[src/rtl/rr_channel_merge.sv]
// rr_channel_merge: merges DATA_DEPTH valid/ready input channels into one
// registered output stream. Arbitration is round-robin (ARB_MODE=0) or fixed
// lowest-index priority (ARB_MODE=1). The grant is one-hot and selects the
// winning word with an AND-OR mux, so there is no priority chain in the data path.
module rr_channel_merge #(
  parameter  int DATA_WIDTH = 32,
  parameter  int DATA_DEPTH = 8,
  parameter  int ARB_MODE   = 0,
  localparam int ID_WIDTH   = $clog2(DATA_DEPTH)
) (
  input  logic                             clk,
  input  logic                             rst_n,
  input  logic [DATA_WIDTH*DATA_DEPTH-1:0] data_in,
  input  logic [DATA_DEPTH-1:0]            valid_in,
  output logic [DATA_DEPTH-1:0]            ready_out,
  output logic [DATA_WIDTH-1:0]            data_out,
  output logic [ID_WIDTH-1:0]              id_out,
  output logic                             valid_out,
  input  logic                             ready_in
);

  // Constant 1 at the request-vector width, used for lowest-set-bit isolation.
  localparam logic [DATA_DEPTH-1:0] LSB_ONE  = DATA_DEPTH'(1);
  // After reset the pointer sits on the last channel so channel 0 is searched first.
  localparam logic [ID_WIDTH-1:0]   PTR_INIT = ID_WIDTH'(DATA_DEPTH - 1);

  // Output register and arbitration pointer.
  logic                  r_valid;
  logic [DATA_WIDTH-1:0] r_data;
  logic [ID_WIDTH-1:0]   r_id;
  logic [ID_WIDTH-1:0]   r_last_ptr;

  // Arbitration and datapath nets.
  logic                  w_load_en;
  logic                  w_any_req;
  logic                  w_xfer_in;
  logic [DATA_DEPTH-1:0] w_mask;
  logic [DATA_DEPTH-1:0] w_req_hi;
  logic [DATA_DEPTH-1:0] w_gnt_hi;
  logic [DATA_DEPTH-1:0] w_gnt_lo;
  logic [DATA_DEPTH-1:0] w_gnt;
  logic [ID_WIDTH-1:0]   w_gnt_id;
  logic [DATA_WIDTH-1:0] w_gnt_data;
  logic [DATA_WIDTH-1:0] w_word [DATA_DEPTH];

  // Per-channel search mask and gated word.
  // In round-robin mode the mask marks channels strictly above the last grant;
  // those are searched first, then the whole request vector wraps around from
  // channel 0 (which leaves last_ptr itself as the final candidate). In fixed
  // priority mode the mask is empty, so the plain lowest requester wins.
  for (genvar gi = 0; gi < DATA_DEPTH; gi++) begin : g_chan
    if (ARB_MODE == 0) begin : g_rr
      assign w_mask[gi] = (ID_WIDTH'(gi) > r_last_ptr);
    end else begin : g_fp
      assign w_mask[gi] = 1'b0;
    end
    assign w_word[gi] = data_in[gi*DATA_WIDTH +: DATA_WIDTH] & {DATA_WIDTH{w_gnt[gi]}};
  end

  // Lowest-set-bit isolation, x & (~x + 1), gives a one-hot grant in both halves.
  assign w_req_hi = valid_in & w_mask;
  assign w_gnt_hi = w_req_hi & (~w_req_hi + LSB_ONE);
  assign w_gnt_lo = valid_in & (~valid_in + LSB_ONE);
  assign w_gnt    = (|w_req_hi) ? w_gnt_hi : w_gnt_lo;
  assign w_any_req = |valid_in;

  // The single output register can take a word when empty or when draining.
  assign w_load_en = ~r_valid | ready_in;

  // ready_out depends only on valid_in, the pointer, ready_in and the held
  // valid bit. It never depends on itself. It is forced low while reset is asserted.
  assign ready_out = w_gnt & {DATA_DEPTH{w_load_en & rst_n}};
  assign w_xfer_in = w_load_en & w_any_req & rst_n;

  // One-hot AND-OR mux of the granted word and its index.
  always_comb begin
    w_gnt_data = '0;
    w_gnt_id   = '0;
    for (int i = 0; i < DATA_DEPTH; i++) begin
      w_gnt_data = w_gnt_data | w_word[i];
      w_gnt_id   = w_gnt_id | (ID_WIDTH'(i) & {ID_WIDTH{w_gnt[i]}});
    end
  end

  // Output stage: load on an input transfer, clear valid on a bare drain, else hold.
  always_ff @(posedge clk or negedge rst_n) begin
    if (!rst_n) begin
      r_valid <= 1'b0;
      r_data  <= '0;
      r_id    <= '0;
    end else if (w_xfer_in) begin
      r_valid <= 1'b1;
      r_data  <= w_gnt_data;
      r_id    <= w_gnt_id;
    end else if (w_load_en) begin
      r_valid <= 1'b0;
    end
  end

  // Round-robin pointer advances only when a word is actually accepted.
  always_ff @(posedge clk or negedge rst_n) begin
    if (!rst_n) begin
      r_last_ptr <= PTR_INIT;
    end else if ((ARB_MODE == 0) && w_xfer_in) begin
      r_last_ptr <= w_gnt_id;
    end
  end

  assign valid_out = r_valid;
  assign data_out  = r_data;
  assign id_out    = r_id;

endmodule

[config.mk]
export PLATFORM = sky130hd
export DESIGN_NAME = rr_channel_merge
export DESIGN_NICKNAME = d
export VERILOG_FILES = /design/src/rtl/rr_channel_merge.sv
export SDC_FILE = /design/constraint.sdc
export NUM_CORES = 1
export LEC_CHECK = 0
export ABC_AREA = 1
export CAP_MARGIN = 20
export CORE_AREA = 2 2 121 123
export CTS_CLUSTER_DIAMETER = 60
export DETAILED_ROUTE_END_ITERATION = 12
export DIE_AREA = 0 0 123 125
export MAX_ROUTING_LAYER = met4
export PLACE_DENSITY_LB_ADDON = 0.2
export RECOVER_POWER = 25
export SYNTH_ARGS = -nofsm -noshare
export SYNTH_HDL_FRONTEND = slang
export SYNTH_SLANG_ARGS = --single-unit
[constraint.sdc]
create_clock -name clk -period 2.2 [get_ports clk]
set_input_delay 0.22 -clock clk [delete_from_list [all_inputs] [get_ports clk]]
set_output_delay 0.22 -clock clk [all_outputs]
set_load 0.02 [all_outputs]
==> results.md <==
- Synthesized-area fraction occupied by adder cells: 0%
- Top-count cell post-synth: nand3_1
- Fraction of synthesized area in multiplexers: 0%
- Endpoints failing setup: 6
- Async set-reset flop share out of synthesis: 100%
- Status: complete, but fails checks
- Pre-antenna DRT Iters: 5
- Die footprint: 15400 um^2
- Sequential cell area: 980 um^2
- DP Wirelength: 17100 um
- Setup ws final: -0.0306 ns
- CP cell instances: inv_2 -> nand2_1 -> nor2_2 -> nor2_4 -> buf_12 -> buf_4 -> nand2_2 -> nand2_2 -> nand2_2 -> nor2_1 -> buf_4
- Worst VDD drop: 0.618 mV
- Max Buffers Root-to-Sink: 2
- Pwr Density: 935 nW/um^2
- Crit-path max FO: 5
- CTS sink count: 39
- CTS buffer count: 5
- Tcrit/Tclk final: 101%
- Post-Synth Simple-Gate Area: 62.6%
- # IOs: 311
- Compound-Gate Fraction of Synth Area: 1.93%
- Critical Path RT: 1.98 ns
- Critical Path Max Stage Delay: 0.60 ns
- Total Power: 0.00809 W
- DR vias: 6796
- IO buf count: 310
- H-tree Lvls: 2
- Final nets: 1386
- DR WL/cell: 18.5 um
- Area occupied by multi-input gates: 3140 um^2
- Net count after synthesis: 1053
- Largest family of logic cells by synthesized area: simple AND/OR/NAND/NOR gates
- Yosys cell types: 23
- Ant diodes: 0
- Core Region: 14200 um^2
- Clock transition at path regs: 0.06 ns
- Post-synth top area share: 26.2%
- Gr usage total: 30.3%
- Post-Route WL: 24200 um
- Max_cap viols: 0
- Post-Synthesis Cell Area: 4420 um^2
- Synthesized flop and latch total: 39
- Global route overflow: 0
- Largest area contributor in the netlist: nand3_1
- Initial Utilization: 31.1%
- XOR/XNOR share of the synthesized area: 0%
- Crit path kind: flop to primary output
- CP endpoint kind: primary output
- Worst clock skew: 0.00624 ns
- Crit path arrival time: 2.01 ns
- Via-to-Cell Ratio: 5.21
- Relative slew slack: 29.4%
- Max-slew violations: 0
- Avg Inst Size Synth: 5.62 um^2
- Fmax: 0.448 GHz
- Fill cells: 1369
- First-pass GRT wire length: 34900 um
- Die height: 125 um
- Cells after synthesis: 786
- Top_reg_cell synth: dfrtp_1
- Worst-Skew Late Latency: 0.29 ns
- Ranking of synthesized cells by area: nand3_1, dfrtp_1, nand2_1, nor2_1, nand4_1
- Commonest cells post-synth: nand3_1, nand2_1, nor2_1
- Most frequent CP cell: nand2_2
- CTS root buf: clkbuf_16
- DRT iter0 DRCs: 547
- Worst setup SP type: flop
- Leakage power: 3.96 nW
- RSZ-0062 raised after global routing: yes
- Min-Delay Path Class: primary input to async pin
- Post-synth EDFFs: 0
- Final Critical Period: 2.23 ns
- Initial antenna violation count: 0
- Setup TNS: -0.0956 ns
- Crit path buf inv count: 4
- CTS tree: built
- Number of global-route vias before repair: 6460
- Remaining antenna violation count after routing: 0
- Slowest-stage cell, CP: dfstp_2
- DRC viols: 0
- Synth Warn #: 0
- Slew @ Worst Pin: 1.06 ns
- Area growth syn-to-layout: 95.9%
- Die width: 123 um
- CP delay by family, top: simple AND/OR/NAND/NOR gates
- Final hold slack: 0.227 ns
- Seq/Total Area, Yosys: 22.2%
- Rows: 44
- Failing checks: setup timing
- Pin count of the biggest net entering global routing: 42
- Final hold viol count: 0
- Share of cells above drive strength 1: 16.7%
- Routability cong.: 0.960
kinds of logic after synthesis:
family | Yosys count
buffers and inverters | 140
DFF | 39
AOI/OAI and AO/OA | 15
and+or+nand+nor | 592
layer usage:
layer  share of wire (%)  vias up  wire length [um]  global-route usage, %
met1                  39     3076              9380                   36.1
met5                   0        -                 0                      -
li1                    -     3276                 -                      -
met4                 3.6        0               873                   11.3
met3                 9.5       62              2290                   6.34
met2                  48      382             11600                   50.0
where the power goes:
part | total, W | switching [W] | internal (W) | leakage, nW
sequential | 0.00129 | 0.000207 | 0.00109 | 0.436
clock | 0.000737 | 0.000318 | 0.000419 | 0.0669
combinational | 0.00606 | 0.00343 | 0.00263 | 3.46
area by class of cell:
type                            instances  share of cell area, %
Timing Repair Buffer                  385                   44.5
Multi-Input combinational cell        607                   36.3
Sequential cell                        39                   11.3
Inverter                               81                   3.56
Tap cell                              184                   2.66
Clock buffer                            6                   1.49
Clock inverter                          2                  0.145
flip-flops by register name, summed over array words and instances (netlist names):
register,flops
data_out,32
id_out,3
r_last_ptr,3
valid_out,1
layout by cell type (no fill, tap or decap):
cell	count
clkdlybuf4s50_1	301
nand3_1	214
nand2_1	125
nor2_1	106
inv_1	76
nand4_1	61
buf_4	56
dfrtp_1	36
or2_2	32
nand3_2	14
nand2_2	12
buf_6	10
nor2_2	8
clkbuf_16	8
buf_12	8
nor2_4	7
nand2_4	7
o21ai_1	4
inv_2	4
nand3_4	4
buf_8	4
o21ai_2	3
a21boi_1	3
dfstp_2	3
clkinvlp_4	2
o21ai_0	2
clkbuf_1	2
a21oi_1	1
nor3_4	1
o21ai_4	1
nor3_1	1
a21boi_0	1
clkinv_2	1
buf_2	1
clkbuf_2	1
repair_timing:
item	in CTS	in global routing
gates resized for setup	48	89
gates cloned	0	3
hold buffers	0	0
endpoints found under the hold margin	0	0
pin swaps	4	25
setup buffers	2	10
endpoints found under the setup margin	23	42
worst paths after layout:
kind / slack, ns / end / cells past startpoint / startpoint
max reg2reg: -0.02 / data_out[0] / 15 / r_last_ptr[2]
max: -0.03 / ready_out[4] / 11 / r_last_ptr[2]
max in group asynchronous: 1.30 / data_out[3] / 2 / rst_n
min reg2reg: 0.49 / id_out[0] / 2 / id_out[0]
min in group clk: 0.49 / id_out[0] / 2 / id_out[0]
min: 0.23 / valid_out / 2 / rst_n
per-stage QoR:
stage	cells	setup WS (ns)	utilization (%)	area, um^2
after global placement	1282	-0.316	56.3	8000
after global routing	1304	-0.119	60.9	8660
after CTS	1292	-0.0510	57.7	8200
final	1304	-0.0306	60.9	8660
after floorplan	786	0.186	-	4420
after detailed placement	1282	-0.288	56.3	8000
Note: power is estimated with default switching activity, not from simulation.
